`config.mk`:
```
export PLATFORM = sky130hd
export DESIGN_NAME = chunk_row_looper_flat
export DESIGN_NICKNAME = d
export VERILOG_FILES = /design/src/rtl/chunk_row_looper_if.sv /design/src/rtl/chunk_row_looper.sv /design/src/flat_wrapper.sv
export SDC_FILE = /design/constraint.sdc
export NUM_CORES = 2
export LEC_CHECK = 0
export BUFFER_PORTS_ARGS = -buffer_cell sky130_fd_sc_hd__buf_2
export CAP_MARGIN = 5
export CORE_MARGIN = 2
export CORE_UTILIZATION = 60
export CTS_CLUSTER_DIAMETER = 120
export DETAILED_ROUTE_END_ITERATION = 7
export PLACE_DENSITY = 0.8
export SYNTH_ARGS = -nofsm -noshare
export SYNTH_HDL_FRONTEND = slang
export SYNTH_SLANG_ARGS = --single-unit
```
`constraint.sdc`:
```
create_clock -name i_clk -period 10.7 [get_ports i_clk]
set_input_delay 1.07 -clock i_clk [delete_from_list [all_inputs] [get_ports i_clk]]
set_output_delay 1.07 -clock i_clk [all_outputs]
set_load 0.05 [all_outputs]
```
`src/rtl/chunk_row_looper_if.sv`:
```
// Descriptor and row handshake bundle for chunk_row_looper.
// The design side uses the slave modport; the descriptor source/row sink uses master.
interface chunk_row_looper_if #(
  parameter int GBW  = 32,
  parameter int DIM  = 4,
  parameter int V_BW = 3
);
  logic                     i_mofs_rdy;
  logic                     o_mofs_ack;
  logic [GBW*(DIM-1)-1:0]   i_mofs;
  logic [GBW*(DIM-1)-1:0]   i_mstride;
  logic [GBW*(DIM-1)-1:0]   i_mlast;
  logic [GBW*(DIM-1)-1:0]   i_mbound;
  logic [2*(DIM-1)-1:0]     i_mmode;
  logic [V_BW*DIM-1:0]      i_mpad;
  logic [GBW-1:0]           i_maddr;
  logic                     o_row_rdy;
  logic                     i_row_ack;
  logic [GBW-1:0]           o_row_linear;
  logic [V_BW-1:0]          o_row_pad;
  logic                     o_row_islast;
  logic                     o_row_oob;

  modport master (
    output i_mofs_rdy, i_mofs, i_mstride, i_mlast, i_mbound, i_mmode, i_mpad, i_maddr, i_row_ack,
    input  o_mofs_ack, o_row_rdy, o_row_linear, o_row_pad, o_row_islast, o_row_oob
  );

  modport slave (
    input  i_mofs_rdy, i_mofs, i_mstride, i_mlast, i_mbound, i_mmode, i_mpad, i_maddr, i_row_ack,
    output o_mofs_ack, o_row_rdy, o_row_linear, o_row_pad, o_row_islast, o_row_oob
  );
endinterface

```
`src/rtl/chunk_row_looper.sv`:
```
// Row-start generator: latches one chunk descriptor, walks the outer-row counter and
// emits one registered row (address, pad, last, oob) per cycle with boundary handling.
module chunk_row_looper #(
  parameter int GBW  = 32,
  parameter int DIM  = 4,
  parameter int V_BW = 3
) (
  input  logic              i_clk,
  input  logic              i_rst,
  chunk_row_looper_if.slave bus
);
  localparam int ND = DIM - 1;
  localparam int IW = $clog2(DIM);

  typedef enum logic [0:0] {
    ST_IDLE = 1'b0,
    ST_RUN  = 1'b1
  } state_t;

  state_t                 r_state;
  logic signed [GBW-1:0]  r_mofs    [ND];
  logic signed [GBW-1:0]  r_mstride [ND];
  logic signed [GBW-1:0]  r_mlast   [ND];
  logic signed [GBW-1:0]  r_mbound  [ND];
  logic [1:0]             r_mmode   [ND];
  logic [V_BW-1:0]        r_mpad    [DIM];
  logic [GBW-1:0]         r_maddr;
  logic signed [GBW-1:0]  r_cur     [ND];

  logic                   r_row_rdy;
  logic [GBW-1:0]         r_row_linear;
  logic [V_BW-1:0]        r_row_pad;
  logic                   r_row_islast;
  logic                   r_row_oob;

  logic [ND-1:0]          w_at_last;
  logic                   w_all_last;
  logic [IW-1:0]          w_inc_dim;
  logic [IW-1:0]          w_pad_idx;
  logic signed [GBW-1:0]  w_cur_nxt [ND];
  logic [GBW:0]           w_map     [ND];
  logic [GBW-1:0]         w_sum;
  logic                   w_oob;
  logic [V_BW-1:0]        w_pad;
  logic                   w_load;

  // Map one dim position into range; returns {out_of_range_in_zero_mode, mapped}.
  function automatic logic [GBW:0] map_dim(
    input logic signed [GBW-1:0] u,
    input logic signed [GBW-1:0] bound,
    input logic signed [GBW-1:0] stride,
    input logic [1:0]            mode
  );
    logic signed [GBW-1:0] m;
    logic                  below;
    logic                  above;
    logic                  oob;
    below = u[GBW-1];
    above = (u > bound);
    oob   = 1'b0;
    if (below) begin
      m = '0;
    end else if (above) begin
      m = bound;
    end else begin
      m = u;
    end
    case (mode)
      2'd1: begin
        if (below) begin
          m = u + bound + stride;
        end else if (above) begin
          m = u - bound - stride;
        end else begin
          m = u;
        end
      end
      2'd2:    oob = below | above;
      default: oob = 1'b0;
    endcase
    return {oob, m};
  endfunction

  // Counter advance, row address, pad selection and oob for the current position.
  always_comb begin
    w_all_last = 1'b1;
    w_inc_dim  = '0;
    w_sum      = r_maddr;
    w_oob      = 1'b0;
    for (int i = 0; i < ND; i++) begin
      w_at_last[i] = (r_cur[i] == r_mlast[i]);
      w_all_last   = w_all_last & w_at_last[i];
      // Ascending scan: the innermost unfinished dim wins.
      w_inc_dim    = w_at_last[i] ? w_inc_dim : i[IW-1:0];
      w_map[i]     = map_dim(r_cur[i] + r_mofs[i], r_mbound[i], r_mstride[i], r_mmode[i]);
      w_sum        = w_sum + w_map[i][GBW-1:0];
      w_oob        = w_oob | w_map[i][GBW];
    end
    for (int i = 0; i < ND; i++) begin
      if (w_all_last || (i < int'(w_inc_dim))) begin
        w_cur_nxt[i] = r_cur[i];
      end else if (i == int'(w_inc_dim)) begin
        w_cur_nxt[i] = r_cur[i] + r_mstride[i];
      end else begin
        w_cur_nxt[i] = '0;
      end
    end
    w_pad_idx = w_inc_dim + IW'(1'b1);
    if (w_all_last) begin
      w_pad = r_mpad[0];
    end else begin
      w_pad = r_mpad[w_pad_idx];
    end
  end

  assign w_load = (r_state == ST_RUN) && (!r_row_rdy || bus.i_row_ack);

  // Control FSM, descriptor latch, row counter and the output row register.
  always_ff @(posedge i_clk or negedge i_rst) begin
    if (!i_rst) begin
      r_state      <= ST_IDLE;
      r_maddr      <= '0;
      r_row_rdy    <= 1'b0;
      r_row_linear <= '0;
      r_row_pad    <= '0;
      r_row_islast <= 1'b0;
      r_row_oob    <= 1'b0;
      for (int i = 0; i < ND; i++) begin
        r_mofs[i]    <= '0;
        r_mstride[i] <= '0;
        r_mlast[i]   <= '0;
        r_mbound[i]  <= '0;
        r_mmode[i]   <= 2'd0;
        r_cur[i]     <= '0;
      end
      for (int k = 0; k < DIM; k++) begin
        r_mpad[k] <= '0;
      end
    end else begin
      case (r_state)
        ST_IDLE: begin
          if (bus.i_mofs_rdy) begin
            for (int i = 0; i < ND; i++) begin
              r_mofs[i]    <= bus.i_mofs[i*GBW +: GBW];
              r_mstride[i] <= bus.i_mstride[i*GBW +: GBW];
              r_mlast[i]   <= bus.i_mlast[i*GBW +: GBW];
              r_mbound[i]  <= bus.i_mbound[i*GBW +: GBW];
              r_mmode[i]   <= bus.i_mmode[i*2 +: 2];
              r_cur[i]     <= '0;
            end
            for (int k = 0; k < DIM; k++) begin
              r_mpad[k] <= bus.i_mpad[k*V_BW +: V_BW];
            end
            r_maddr <= bus.i_maddr;
            r_state <= ST_RUN;
          end else begin
            r_state <= ST_IDLE;
          end
        end
        ST_RUN: begin
          if (w_load) begin
            for (int i = 0; i < ND; i++) begin
              r_cur[i] <= w_cur_nxt[i];
            end
            r_state <= w_all_last ? ST_IDLE : ST_RUN;
          end else begin
            r_state <= ST_RUN;
          end
        end
        default: r_state <= ST_IDLE;
      endcase

      // A pending row survives into IDLE until the sink takes it.
      if (w_load) begin
        r_row_rdy    <= 1'b1;
        r_row_linear <= w_sum;
        r_row_pad    <= w_pad;
        r_row_islast <= w_all_last;
        r_row_oob    <= w_oob;
      end else if (bus.i_row_ack) begin
        r_row_rdy    <= 1'b0;
      end else begin
        r_row_rdy    <= r_row_rdy;
      end
    end
  end

  assign bus.o_mofs_ack   = (r_state == ST_IDLE);
  assign bus.o_row_rdy    = r_row_rdy;
  assign bus.o_row_linear = r_row_linear;
  assign bus.o_row_pad    = r_row_pad;
  assign bus.o_row_islast = r_row_islast;
  assign bus.o_row_oob    = r_row_oob;
endmodule

```
`src/flat_wrapper.sv`:
```
// flat-port wrapper written by rule: the top's interface ports become plain ports
module chunk_row_looper_flat 
#(
  parameter int GBW  = 32,
  parameter int DIM  = 4,
  parameter int V_BW = 3
)
  (i_clk, i_rst, bus_i_mofs_rdy, bus_i_mofs, bus_i_mstride, bus_i_mlast, bus_i_mbound, bus_i_mmode, bus_i_mpad, bus_i_maddr, bus_i_row_ack, bus_o_mofs_ack, bus_o_row_rdy, bus_o_row_linear, bus_o_row_pad, bus_o_row_islast, bus_o_row_oob);
  chunk_row_looper_if #(.GBW(GBW), .DIM(DIM), .V_BW(V_BW)) bus_i ();
  input  logic i_clk;
  input  logic i_rst;
  input wire logic [$bits(bus_i.i_mofs_rdy)-1:0] bus_i_mofs_rdy;
  input wire logic [$bits(bus_i.i_mofs)-1:0] bus_i_mofs;
  input wire logic [$bits(bus_i.i_mstride)-1:0] bus_i_mstride;
  input wire logic [$bits(bus_i.i_mlast)-1:0] bus_i_mlast;
  input wire logic [$bits(bus_i.i_mbound)-1:0] bus_i_mbound;
  input wire logic [$bits(bus_i.i_mmode)-1:0] bus_i_mmode;
  input wire logic [$bits(bus_i.i_mpad)-1:0] bus_i_mpad;
  input wire logic [$bits(bus_i.i_maddr)-1:0] bus_i_maddr;
  input wire logic [$bits(bus_i.i_row_ack)-1:0] bus_i_row_ack;
  output wire logic [$bits(bus_i.o_mofs_ack)-1:0] bus_o_mofs_ack;
  output wire logic [$bits(bus_i.o_row_rdy)-1:0] bus_o_row_rdy;
  output wire logic [$bits(bus_i.o_row_linear)-1:0] bus_o_row_linear;
  output wire logic [$bits(bus_i.o_row_pad)-1:0] bus_o_row_pad;
  output wire logic [$bits(bus_i.o_row_islast)-1:0] bus_o_row_islast;
  output wire logic [$bits(bus_i.o_row_oob)-1:0] bus_o_row_oob;
  assign bus_i.i_mofs_rdy = bus_i_mofs_rdy;
  assign bus_i.i_mofs = bus_i_mofs;
  assign bus_i.i_mstride = bus_i_mstride;
  assign bus_i.i_mlast = bus_i_mlast;
  assign bus_i.i_mbound = bus_i_mbound;
  assign bus_i.i_mmode = bus_i_mmode;
  assign bus_i.i_mpad = bus_i_mpad;
  assign bus_i.i_maddr = bus_i_maddr;
  assign bus_i.i_row_ack = bus_i_row_ack;
  assign bus_o_mofs_ack = bus_i.o_mofs_ack;
  assign bus_o_row_rdy = bus_i.o_row_rdy;
  assign bus_o_row_linear = bus_i.o_row_linear;
  assign bus_o_row_pad = bus_i.o_row_pad;
  assign bus_o_row_islast = bus_i.o_row_islast;
  assign bus_o_row_oob = bus_i.o_row_oob;
  chunk_row_looper #(.GBW(GBW), .DIM(DIM), .V_BW(V_BW)) u_core (.i_clk(i_clk), .i_rst(i_rst), .bus(bus_i));
endmodule
```
==> results.yml <==
yosys:
  ys_ff_latch: 569
  netlist_instances: 6354
  yosysTopAreaCellShare_pct: 26.9
  yosysTopAreaCell: "dfrtp_1"
  avgSynthCellArea_sq_um: 8.32
  synthTopCellsByArea: "dfrtp_1, ha_1, fa_1"
  syn_area_sq_um: 52900
  ys_seq_area_share_pct: 26.9
  syn-num-nets: 7626
  synthDistinctLibCells: 80
  synth-async-reset-ratio_pct: 100
  synth-edff-count: 0
  synth_flop_cell: "dfrtp_1"
  yosys_warnings: 0
worst_setup_path:
  critical-path-top-delay-family: "compound AO/OA/AOI/OAI gates"
  cp_slowest_stage_delay_ns: 0.53
  r2r-end: "u_core.bus.o_row_linear[31]"
  crit_type: "reg -> reg"
  cp_data_required_time_ns: 11.26
  crit_slowest_cell: "or4_1"
  critPathCapture: "u_core.bus.o_row_linear[31]"
  setup.worst_path.start: "u_core.r_cur[0]"
  crit_path_frequent_cell: "o21ai_1"
  cp-end-kind: "flip-flop"
  path_buf_inv: 3
  start_kind: "flip-flop"
  r2r_start: "u_core.r_cur[0]"
  crit_fanout: 6
  path_depth: 44
  crit_arrival_ns: 10.98
  r2r_slack_ns: 0.28
  ff2ff_path_depth: 44
sta:
  finalMaxSlewViolations: 0
  setup_violations: 0
  hold_viol_final: 0
  worst_slew_pin_slew_ns: 1.08
  finalClockSkew_ns: 0.0385
  period_minus_slack_ns: 10.42
  maxSlewHeadroom_pct: 26.2
  period_share_pct: 97.4
  max_freq_mhz: 95.9
floorplan:
  die-area_sq_um: 90500
  ios: 477
  core_area_sq_um: 87000
  die_w_um: 301
  start_util_pct: 60.7
  chipHeight_um: 301
  rows: 108
clock_network:
  cts_max_level: 3
  holdBufCountCts: 0
  cts_made_buffers: 69
  clk_path_buf_depth: 3
  tritoncts: "built"
  clkSinkCount: 569
  clock_latency_ns: 0.67
  root_buffer: "clkbuf_16"
  path_clk_slew_ns: 0.06
placed_design:
  hpwlAfterDp_um: 143000
  port_buffers: 476
  post_dp_cell_area_sq_um: 56900
  place_congestion: 1.03
routing:
  post-route-drc-count: 0
  num_vias: 48000
  wirelength_um: 178000
  via_per_inst: 5.97
  drt_pre_antenna_iters: 6
  wl_per_cell_um: 22.2
  ant_nets: 0
  drt_iter0_drc: 4894
global_routing:
  grt_max_degree: 194
  track_usage_pct: 38.8
  antenna_found_initial: 2
  grt_pass1_vias: 46500
  grt_pass1_wl_um: 269000
  grt_overflow: 0
final_layout:
  final_area_sq_um: 59600
  nets: 8103
  drive_above_1_share_pct: 11.5
  synthToLayoutAreaGrowth_pct: 12.8
hold_path:
  min_path_cells: 2
  worst_hold_path_type: "reg -> reg"
outcome:
  status: "finished, final reports clean"
run:
  drv_cap: 0
[flip-flops by register name, summed over array words and instances, names as in the netlist]
| name | flops |
|---|---|
| u_core.r_cur | 96 |
| u_core.r_mbound | 96 |
| u_core.r_mlast | 96 |
| u_core.r_mofs | 96 |
| u_core.r_mstride | 96 |
| u_core.bus.o_row_linear | 32 |
| u_core.r_maddr | 32 |
| u_core.r_mpad | 12 |
| u_core.r_mmode | 6 |
| u_core.bus.o_row_pad | 3 |
| u_core.bus.o_row_islast | 1 |
| u_core.bus.o_row_oob | 1 |
| u_core.bus.o_row_rdy | 1 |
| u_core.r_state | 1 |
[Yosys cell counts (all sizes together), types with 64 or more instances]
master / instances
nand2: 1103
o21ai: 511
xor2: 195
nor3: 64
clkbuf: 173
a21o: 188
o21bai: 96
a21oi: 372
nor2: 255
ha: 577
nand3: 103
inv: 833
fa: 257
dfrtp: 569
xnor2: 258
[timing repair]
| item | in CTS | in global routing |
|---|---|---|
| resized for setup | 5 | 72 |
| pin swaps | 1 | 16 |
| buffers inserted | 0 | 8 |
| gates cloned | 0 | 2 |
| setup endpoints to repair | 1 | 9 |
[cell type report]
type                       count  area, sq um
clock inverter                31          405
tap                         1155         1450
multi-input combinational   4771        35100
fill                        7201        27400
sequential                   569        14200
timing repair buffer         587         3290
inverter                     833         3130
clock buffer                  94         1980
antenna                        2         5.00
[through the flow]
step                      setup slack (ns)  cells  setup TNS [ns]  hold slack, ns  utilization, %
after floorplan                      0.912   6354               0           0.445               -
after global placement               0.167   7905               0           0.459            65.4
after detailed placement           -0.0509   7905         -0.0509           0.463            65.4
after CTS                          0.00105   8030               0           0.477            68.2
after global routing               -0.0992   8040         -0.0992           0.508            68.5
final                                0.278   8042               0           0.473            68.5
[layer usage]
metal | vias to the layer above | GRT usage [%] | part of all wire [%]
li1 | 22200 | - | -
met1 | 23300 | 53.7 | 42
met2 | 2158 | 59.9 | 44
met3 | 329 | 7.86 | 9.4
met4 | 2 | 14.9 | 4.2
met5 | - | 0 | 0.0073
[cell families (layout without fill, tap and decap cells)]
group,Yosys count,count (layout),synth area share [%]
compound gates,1650,1650,19.8
buf+inv,1015,1545,7.21
xor+xnor,454,454,7.58
flops,569,569,26.9
other cells,0,2,0
mux,14,15,0.270
simple gates,1818,1818,14.8
fa+ha+maj,834,834,23.4
[cell usage in the layout, fill, tap and decap left out, types with 41 or more instances in the layout]
| master | count |
|---|---|
| a21oi_1 | 362 |
| xor2_1 | 193 |
| o21ai_0 | 493 |
| o21bai_1 | 96 |
| fa_1 | 256 |
| inv_1 | 833 |
| a31oi_1 | 41 |
| nor2b_1 | 41 |
| xnor2_1 | 256 |
| a21o_1 | 188 |
| ha_1 | 576 |
| nor3_1 | 58 |
| buf_2 | 476 |
| nand2b_1 | 62 |
| dfrtp_1 | 566 |
| nor2_1 | 251 |
| o21a_1 | 49 |
| nand2_1 | 1101 |
| nand3_1 | 102 |
| clkbuf_16 | 72 |
| buf_4 | 104 |
| a22o_1 | 50 |
[worst min path at each step]
stage,start,endpoint,slack [ns]
floorplan,u_core.r_mpad[0],u_core.r_mpad[0],0.44
global placement,u_core.r_mpad[6],u_core.r_mpad[6],0.46
detailed placement,u_core.r_mpad[9],u_core.r_mpad[9],0.46
CTS,u_core.r_mpad[9],u_core.r_mpad[9],0.48
global route,u_core.r_mpad[6],u_core.r_mpad[6],0.51
finish,u_core.r_mpad[2],u_core.r_mpad[2],0.47
[worst min-delay path: cells and delay by family (launching register included)]
family        cells  cell delay (ns)
flops             1             0.34
simple gates      2             0.10
Power is left out: the tool's default activity adds up to more than one toggle a clock period on the data nets, which glitch-free logic cannot reach.
